===== src/rtl/addr_alloc_responder.sv =====
// Address-window allocator: hands out the lowest free slot address on alloc requests
// and releases slots on free requests, tracking occupancy in a slot bitmap.
module addr_alloc_responder #(
    parameter int unsigned   AW    = 64,
    parameter logic [AW-1:0] BASE  = AW'(1),
    parameter int unsigned   SLOTS = 16
) (
    input  logic                         clock,
    input  logic                         reset,
    input  logic                         alloc_req_valid,
    output logic                         alloc_req_ready,
    output logic                         alloc_rsp_valid,
    input  logic                         alloc_rsp_ready,
    output logic [AW-1:0]                alloc_rsp_addr,
    output logic                         alloc_rsp_fail,
    input  logic                         free_valid,
    output logic                         free_ready,
    input  logic [AW-1:0]                free_addr,
    output logic                         free_err,
    output logic [$clog2(SLOTS+1)-1:0]   used_count
);

    localparam int unsigned IW = (SLOTS > 1) ? $clog2(SLOTS) : 1;
    localparam int unsigned CW = $clog2(SLOTS + 1);

    typedef enum logic {
        IDLE = 1'b0,
        RESP = 1'b1
    } state_t;

    state_t          state;
    logic            ready_q;
    logic [SLOTS-1:0] busy;
    logic [SLOTS-1:0] busy_nxt;

    logic            found;
    logic [IW-1:0]   free_slot;
    logic [AW-1:0]   free_idx_full;
    logic [IW-1:0]   free_idx;
    logic            free_in_range;

    logic            alloc_fire;
    logic            alloc_ok;
    logic            free_fire;
    logic            free_ok;

    // Handshake readiness depends only on registered state, never on a valid input.
    assign alloc_req_ready = ready_q && (state == IDLE);
    assign free_ready      = ready_q;

    assign alloc_fire = alloc_req_valid && alloc_req_ready;
    assign alloc_ok   = alloc_fire && found;
    assign free_fire  = free_valid && free_ready;

    // Lowest-index free slot in the registered bitmap.
    always_comb begin
        found     = 1'b0;
        free_slot = '0;
        for (int i = int'(SLOTS) - 1; i >= 0; i--) begin
            if (!busy[i]) begin
                found     = 1'b1;
                free_slot = IW'(i);
            end
        end
    end

    // Modulo subtraction; below-BASE addresses wrap high and fail the range test.
    assign free_idx_full = free_addr - BASE;
    assign free_idx      = free_idx_full[IW-1:0];
    assign free_in_range = (free_addr >= BASE) && (free_idx_full < AW'(SLOTS));
    assign free_ok       = free_fire && free_in_range && busy[free_idx];

    // Alloc only ever claims a clear bit and free only a set bit, so they never collide.
    always_comb begin
        busy_nxt = busy;
        if (alloc_ok) begin
            busy_nxt[free_slot] = 1'b1;
        end
        if (free_ok) begin
            busy_nxt[free_idx] = 1'b0;
        end
    end

    always_ff @(posedge clock) begin
        if (reset) begin
            state           <= IDLE;
            ready_q         <= 1'b0;
            busy            <= '0;
            used_count      <= '0;
            alloc_rsp_valid <= 1'b0;
            alloc_rsp_addr  <= '0;
            alloc_rsp_fail  <= 1'b0;
            free_err        <= 1'b0;
        end else begin
            ready_q    <= 1'b1;
            busy       <= busy_nxt;
            used_count <= used_count + CW'(alloc_ok) - CW'(free_ok);
            free_err   <= free_fire && !free_ok;

            case (state)
                IDLE: begin
                    if (alloc_fire) begin
                        state           <= RESP;
                        alloc_rsp_valid <= 1'b1;
                        alloc_rsp_fail  <= !found;
                        alloc_rsp_addr  <= found ? (BASE + AW'(free_slot)) : '0;
                    end
                end
                RESP: begin
                    if (alloc_rsp_ready) begin
                        state           <= IDLE;
                        alloc_rsp_valid <= 1'b0;
                    end
                end
                default: begin
                    state           <= IDLE;
                    alloc_rsp_valid <= 1'b0;
                end
            endcase
        end
    end

endmodule


===== config.mk =====
export PLATFORM = sky130hd
export DESIGN_NAME = addr_alloc_responder
export DESIGN_NICKNAME = d
export VERILOG_FILES = /design/src/rtl/addr_alloc_responder.sv
export SDC_FILE = /design/constraint.sdc
export NUM_CORES = 1
export LEC_CHECK = 0
export CAP_MARGIN = 10
export CORE_MARGIN = 5
export CORE_UTILIZATION = 48
export DETAILED_ROUTE_END_ITERATION = 7
export PLACE_DENSITY = 0.87
export SLEW_MARGIN = 25
export SYNTH_ARGS = -nofsm -noshare
export SYNTH_HDL_FRONTEND = slang
export SYNTH_SLANG_ARGS = --single-unit

===== constraint.sdc =====
create_clock -name clock -period 12.35 [get_ports clock]
set_input_delay 2.47 -clock clock [delete_from_list [all_inputs] [get_ports clock]]
set_output_delay 2.47 -clock clock [all_outputs]
set_load 0.05 [all_outputs]

# Word-level counts from Yosys, hierarchy flattened

Cells that the tools add are included.

Bits in writable memories: 0
Output and inout bits: 74
Bits in registers: 90
Bits in read-only memories: 0
Logic and storage cells: 86
Bits of input ports: 69
Memories: 0
Latch bits: 0

Eq/ne operators: 2
$add $sub $neg: 4
Shift-type cells: 0
Muxes and demuxes: 48
Bitwise operators: 4
Divide/modulo/power cells: 0
Multiply operators: 0
Order comparisons: 6
Reduce and logical (&&, ||, !) cells: 14

Operator list:

| kind                                                                           | number |
|---|---|
| 64-bit by 1-bit >= comparator with 1-bit output (second input constant)        | 1 |
| 64-bit by 5-bit less-than comparator with 1-bit output (second input constant) | 1 |
| 4-bit 2-to-1 mux                                                               | 16 |
| 64-bit by 1-bit subtractor with 64-bit output (second input constant)          | 1 |
| 16-bit 2-to-1 mux                                                              | 2 |
| 1-bit 2-to-1 mux                                                               | 24 |
| 16-bit bitwise AND                                                             | 1 |
| 16-bit inverter                                                                | 1 |
| 16-bit bitwise OR                                                              | 1 |
| 1-bit logical AND                                                              | 10 |
| 4-bit by 5-bit less-than comparator with 1-bit output (second input constant)  | 2 |
| 1-bit demux with 4-bit select                                                  | 2 |
| 4-bit by 1-bit >= comparator with 1-bit output (second input constant)         | 2 |
| 1-bit by 4-bit adder with 5-bit output (first input constant)                  | 1 |
| 5-bit by 1-bit adder with 5-bit output                                         | 1 |
| 5-bit 2-to-1 mux                                                               | 1 |
| 5-bit by 1-bit subtractor with 5-bit output                                    | 1 |
| 1-bit binary-select mux with 4-bit select                                      | 1 |
| 2-bit inequality test (second input constant)                                  | 2 |
| 1-bit case mux with 2 select lines                                             | 2 |
| 2-bit AND reduction                                                            | 2 |
| 1-bit zero test                                                                | 2 |
| 1-bit inverter                                                                 | 1 |

# Logic depth before layout (Yosys ltp)

Depth in word-level cells: 24
Mapped depth: 19
Gate-level depth less buffers: 18

# Worst setup path before layout

No wires, ideal clock.

Path type: input to register
From: in free_addr[0]
To: reg used_count[4]
Buffers on the path: 1
Library setup time: 0.128 ns
Data required time: 12.222 ns
Data arrival time: 6.575 ns
Slack: 5.648 ns
Cell stages on the path: 18
Path through: clkbuf_1 -> inv_1 -> ha_1 -> nor3b_1 -> nand2_1 -> o32ai_1 -> mux2i_1 -> or3_1 -> or4b_2 -> nor4_1 -> ha_1 -> inv_1 -> ha_1 -> fa_1 -> a21o_1 -> a21oi_1 -> xnor2_1 -> nor2_1

Longest elaborated chain between the ends: 6
Elaborated cells between the ends (all ways): 9
Classes of those cells: add/sub: 2; order compare: 2; mux: 2; reduce/logical: 3

Ends and longest elaborated chain:

| what                                                   | RTL line | source |
|---|---|---|
| start: declaration                                     | 18       | `input logic [AW-1:0] free_addr,` |
| 64-bit by 1-bit subtractor with 64-bit output          | 68       | `assign free_idx_full = free_addr - BASE;` |
| 64-bit by 5-bit less-than comparator with 1-bit output | 70       | `assign free_in_range = (free_addr >= BASE) && (free_idx_full < AW'(SLOTS));` |
| 1-bit logical AND                                      | 70       |  |
| 1-bit logical AND                                      | 71       | `assign free_ok = free_fire && free_in_range && busy[free_idx];` |
| 1-bit logical AND (*)                                  | 71       |  |
| 5-bit by 1-bit subtractor with 5-bit output (*)        | 97       | `used_count <= used_count + CW'(alloc_ok) - CW'(free_ok);` |
| end signal: assignment                                 | 97       |  |
| end: declaration                                       | 20       | `output logic [$clog2(SLOTS+1)-1:0] used_count` |

Every way passes the cells marked *; elsewhere a longest branch is shown, timed or not. The select of a mux whose other input is x is not followed.
A chain may end at the register's enable or synchronous reset.

# Worst setup path after layout

Same ends and word-level chain as after synthesis.

==> results.ini <==
[placed_design]
port_buffers = 83
gp_congestion = 1.006
postPlaceCellArea_mm2 = 0.004292
dp_hpwl_um = 8889

[setup_path]
required_ns = 12.50
end_kind = register
crit_chain = clkdlybuf4s50_1 > inv_1 > ha_1 > nor3b_1 > nand2_1 > nor3_2 > nand3_1 > xnor2_1 > or4b_2 > nor4_1 > ha_1 > inv_1 > ha_1 > fa_1 > a21o_1 > a21oi_1 > xnor2_1 > nor2_1
startpoint_type = input pin
slowest_stage = clkdlybuf4s50_1
path_common_cell = ha_1
arrival_ns = 7.89
rrSetupSlack_ns = 8.27
crit_type = in -> reg
critPathMaxFanout = 10
worst_path_largest_cell_delay_ns = 0.65

[timing]
fin_skew_ns = 0.01153
fmax_mhz = 129.3
worst_pin_slew_ns = 0.9171
slew_viol_final = 0
rsz0062_at_grt = no
fin_crit_sh_pct = 62.64
max_slew_margin_pct = 38.40
setup_viol = 0
hold_viol_final = 0
min_period_ns = 7.736
setup_tns_ns = 0

[global_route]
grt_max_degree = 19
grt_pass1_wl_um = 17160
grt_pass1_vias = 3583
track_usage_pct = 21.20
grt-ovfl-total = 0
antenna_found_initial = 0

[yosys]
ys_ff_latch = 31
yosys_warnings = 0
ys.flop_type = dfxtp_1
async_reset_ff_share_pct = 0
ys_seq_area_share_pct = 17.19
syn_area_mm2 = 0.003611
synthCells = 484
synth_cell_types = 64
synth-edff-count = 0
synth_area_per_cell_um2 = 7.461

[routing]
drt_pass1_iterations = 5
vias_per_cell = 5.760
post_drt_wl_per_cell_um = 16.01
vias = 3819
route.detailed.drc = 0
antenna_left = 0
wl_um = 10620
drtIter0Drc = 325

[floorplan]
die_y_um = 96.74
rows = 31
coreArea_mm2 = 0.007292
dieArea_mm2 = 0.009358
die_x_um = 96.74
io_pins = 143
initial_core_util_pct = 49.52

[layout]
postLayoutCellArea_mm2 = 0.004395
synthToLayoutAreaGrowth_pct = 21.73
num-nets-final = 647
drive_above_1_share_pct = 4.965
final_common_cell = clkdlybuf4s50_1
insertedDiodeCount = 0
nFillCells = 693
final_cell_mix = clkdlybuf4s50_1 (83), conb_1 (59), nand2_1 (47)

[clock_tree]
ctsResizeCount = 0
cts_max_level = 2
cts_tree = built
cts_sinks = 31
clk_latency_ns = 0.28
clock_path_buffers = 2
cts-root-buf = clkbuf_8
cts_buffers = 5
cts.clk_slew.worst_paths_ns = 0.06
post-cts-setup-buffer-count = 0
hold_buffers = 0

[power]
p_int_uw = 200.7
seqPwrFrac_pct = 32.1
p_clk_share_pct = 26.2
p_sw_share_pct = 39.99
p_switching_uw = 133.7
peakVddDrop_uv = 41.56
power_density_mw_per_mm2 = 76.08
p_leak_uw = 0.001679
combPwrFrac_pct = 41.7

[flow_run]
drv_cap = 0

[min_path]
worstHoldPathType = reg -> reg

[outcome]
outcome = complete, no violations

cell families (layout without fill, tap and decap cells):
family / count (synthesis) / in the layout / share of synthesized area (%)
simple gates: 220 / 220 / 33.82
compound gates: 103 / 103 / 20.20
buf+inv: 88 / 110 / 15.70
flops: 31 / 31 / 17.19
xor+xnor: 20 / 20 / 4.851
fa+ha+maj: 15 / 15 / 5.405
mux: 6 / 6 / 2.737
other cells: 1 / 59 / 0.1039
synth_stat cells (all sizes together) (6+ instances only):
library cell / count / area (µm²)
inv: 17 / 63.81
clkbuf: 9 / 33.78
buf: 61 / 465.4
nand2b: 8 / 50.05
o31ai: 6 / 45.04
a21oi: 16 / 80.08
nor2: 37 / 138.9
nand2: 47 / 176.4
ha: 14 / 175.2
nand3: 14 / 70.07
nor4: 25 / 171.4
or4: 11 / 93.84
a21o: 17 / 127.6
nand3b: 7 / 52.55
o21ai: 11 / 55.05
nand4: 10 / 62.56
xor2: 7 / 61.31
or3: 7 / 45.05
dfxtp: 31 / 620.6
nor3: 23 / 120.1
a31oi: 17 / 106.4
xnor2: 13 / 113.9
power by group through the flow:
| stage | combinational (µW) | sequential [µW] | clock, µW |
|---|---|---|---|
| CTS | 138 | 107 | 89.3 |
| finish | 139 | 107 | 87.6 |
| global route | 148 | 108 | 93.7 |
| detailed placement | 138 | 109 | 0 |
| floorplan | 92.6 | 122 | 0 |
| global placement | 135 | 109 | 0 |
through the flow:
step | cells | power, µW | hold slack, ns | util (%) | setup slack, ns
global placement | 655 | 244.6 | 0.4380 | 58.85 | 4.644
global route | 663 | 349.4 | 0.4926 | 60.28 | 4.276
finish | 663 | 334.4 | 0.4543 | 60.28 | 4.614
floorplan | 542 | 214.6 | 0.4630 | - | 5.648
detailed placement | 655 | 247.2 | 0.4518 | 58.85 | 4.412
CTS | 663 | 334.8 | 0.4592 | 60.28 | 4.700
state kept, by name, summed over array words and instances (netlist names):
| register | flops |
|---|---|
| free_err | 1 |
| busy | 16 |
| alloc_rsp_valid | 1 |
| free_ready | 1 |
| alloc_rsp_fail | 1 |
| state | 1 |
| used_count | 5 |
| alloc_rsp_addr | 5 |
layer usage:
metal / track usage [%] / wire (µm) / part of all wire [%] / vias up
li1: - / - / - / 1840
met1: 27.87 / 4438 / 42 / 1737
met2: 35.67 / 5071 / 48 / 223
met3: 4.173 / 949 / 8.9 / 19
met4: 5.076 / 155 / 1.5 / 0
met5: 0 / 0 / 0 / -
final timing paths:
| path | from | end | cells past startpoint |
|---|---|---|---|
| worst max-delay path | free_addr[0] | used_count[4] | 18 |
| worst max register to register | busy[7] | used_count[4] | 16 |
| worst min register to register | alloc_rsp_addr[3] | alloc_rsp_addr[3] | 2 |
| worst min-delay path | alloc_rsp_addr[3] | alloc_rsp_addr[3] | 2 |
worst max-delay path: cells and delay by family:
kind                     cells  cell delay [ns]
AO/OA/AOI/OAI                2             0.38
XOR/XNOR                     2             0.37
adder cells (fa/ha/maj)      4             1.08
buffers and inverters        3             0.95
AND/OR/NAND/NOR              7             2.64
layout make-up:
cell class | instances | area (µm²) | area share [%]
clock inverter | 1 | 7.507 | 0.1708
tap | 99 | 123.9 | 2.818
inverter | 18 | 67.56 | 1.537
clock buffer | 7 | 96.34 | 2.192
timing repair buffer | 84 | 838.3 | 19.07
multi-input combinational | 423 | 2641 | 60.09
sequential | 31 | 620.6 | 14.12
(Power assumes the default switching activity.)
==> variant, RTL diff (config.mk and constraints unchanged) <==
Set the parameter `AW` to 32 (it was 64).
--- a/src/rtl/addr_alloc_responder.sv
+++ b/src/rtl/addr_alloc_responder.sv
@@ -1,7 +1,7 @@
 // Address-window allocator: hands out the lowest free slot address on alloc requests
 // and releases slots on free requests, tracking occupancy in a slot bitmap.
 module addr_alloc_responder #(
-    parameter int unsigned   AW    = 64,
+    parameter int unsigned   AW    = 32,
     parameter logic [AW-1:0] BASE  = AW'(1),
     parameter int unsigned   SLOTS = 16
 ) (
Ports: changed (resized alloc_rsp_addr and free_addr); port bits go from 143 to 79. The function was not compared with the original's and may differ.
==> variant against the original RTL <==
Design area fell by 34%. Synthesized cell count shrank 42%. Count of clock-buffer cells in the layout is 1 lower. Global-route usage down 2.3 points. Sequential share of layout area rose by 7.2 points. Setup slack improved by 1.4 ns. Routed wire length decreased by 43%. Sequential cell count is the same. Power down 18%. Area after synthesis fell by 34%.
==> variant: results (changes against the original RTL) <==
status: finished clean
DR iter-0 viols: 132 (-59%)
Post-synth top cells: dfxtp_1 (31), buf_4 (28), a21oi_1 (23)
antenna violations before repair: 0 (unchanged)
Top FF cell, synth: dfxtp_1
Antenna diodes: 0 (unchanged)
Post-CTS Setup Inserts: 0 (unchanged)
share of cells above drive strength 1: 9.64% (+4.7 points)
Clock Latency Late Sink: 0.28 ns (about the same)
Worst Clk Skew: 0.00559 ns (-0.00594 ns)
fillers: 434 (-37%)
Slowest cell on crit path: clkdlybuf4s50_1
DRT Wirelength: 6.05 mm (-43%)
Max H-tree Level: 2 (unchanged)
first-pass GRT wire length: 9.83 mm (-43%)
Post-synth ARST share: 0% (unchanged)
vias in the first global route: 2194 (-39%)
Total GRT Usage: 18.9% (-2.3 points)
top flop regs: busy (16), alloc_rsp_addr (5), used_count (5)
Detailed Routing Iterations Pass 1: 4 (-1)
DR vias/cell: 5.63 (-2.3%)
Num CTS Buffers: 5 (unchanged)
Post-Syn Area: 2390 um^2 (-34%)
Root Driver: clkbuf_8
worst slack at placement: 5.71 ns (+1.30 ns)
Detailed Place HPWL: 4.70 mm (-47%)
Slew @ Worst Pin: 0.604 ns (-0.313 ns)
post_cts resized: 0 (unchanged)
worst hold path class: reg2reg
critical path arrival: 6.45 ns (-1.44 ns)
CTS max path bufs: 2 (unchanged)
Port Buffer Count: 51 (-39%)
Seq/Total Area, Yosys: 26.0% (+8.8 points)
warnings from Yosys: 0 (unchanged)
Worst VDD drop: 0.0781 mV (+88%)
Int Power: 0.179 mW (-11%)
clock-pin slew on the worst setup and hold paths: 0.06 ns (about the same)
Post-DRT Antenna Nets: 0 (unchanged)
Crit path largest cell delay: 0.85 ns (+0.20 ns)
library cells used by synthesis: 63 (-1.6%)
P_leak: 1.07 nW (-36%)
largest net degree at the start of global routing: 30 (+11)
global placement routability congestion: 0.870 (-14%)
synth top area cells: dfxtp_1 (26%), buf_4 (8.8%), ha_1 (7.3%)
nets: 384 (-41%)
crit path max fanout: 14 (+4)
[variant: logic make-up after synthesis]
kind of cell | synth area share [%]
compound gates | 21.8
xor+xnor | 1.47
fa+ha+maj | 8.17
buf+inv | 14.0
flops | 26.0
mux | 4.71
other cells | 0.157
simple gates | 23.7
[variant: power by group through the flow]
stage	registers (mW)	logic, mW	clock network [mW]
6_report	0.108	0.0891	0.0786
5_1_grt	0.108	0.0948	0.0852
4_1_cts	0.108	0.0891	0.0803
3_5_place_dp	0.110	0.0886	0
3_3_place_gp	0.110	0.0871	0
2_1_floorplan	0.122	0.0559	0
[variant: final cells by class]
cell class                      count  area [um^2]  area share, %
Inverter                           20         75.1           2.57
Multi-Input combinational cell    222         1530           52.5
Sequential cell                    31          621           21.3
Clock inverter                      1         5.00          0.172
Timing Repair Buffer               52          518           17.8
Clock buffer                        6         82.6           2.83
Tap cell                           67         83.8           2.87
[variant: final timing paths]
check                                      from               to  slack [ns]  cells after the start
worst max register to register         busy[12]    used_count[4]        9.22                     16
worst min-delay path            alloc_rsp_valid  alloc_rsp_valid        0.48                      2
worst min register to register  alloc_rsp_valid  alloc_rsp_valid        0.48                      2
worst max-delay path               free_addr[0]    used_count[4]        6.06                     19
[variant: worst max-delay path, delay by kind of cell]
| family | cells | cell delay [ns] |
|---|---|---|
| buffers and inverters | 5 | 1.21 |
| adder cells (fa/ha/maj) | 4 | 1.18 |
| XOR/XNOR | 1 | 0.16 |
| AND/OR/NAND/NOR | 7 | 1.24 |
| AO/OA/AOI/OAI | 2 | 0.17 |
[variant: layer usage]
metal  vias to the layer above  GRT usage, %  part of all wire (%)
met5                         -             0                     0
met4                         0          6.93                   1.5
met3                        10          4.60                   9.2
met2                       109          30.9                    46
met1                      1054          23.9                    43
li1                       1073             -                     -
[variant: through the flow]
stage | hold WS [ns] | cell area [um^2] | instances | power (mW) | utilization, %
floorplan | 0.463 | 2490 | 308 | 0.178 | -
global placement | 0.455 | 2830 | 392 | 0.197 | 59.1
detailed placement | 0.468 | 2830 | 392 | 0.198 | 59.1
CTS | 0.484 | 2920 | 399 | 0.277 | 60.9
global route | 0.507 | 2920 | 399 | 0.288 | 60.9
finish | 0.480 | 2920 | 399 | 0.275 | 60.9
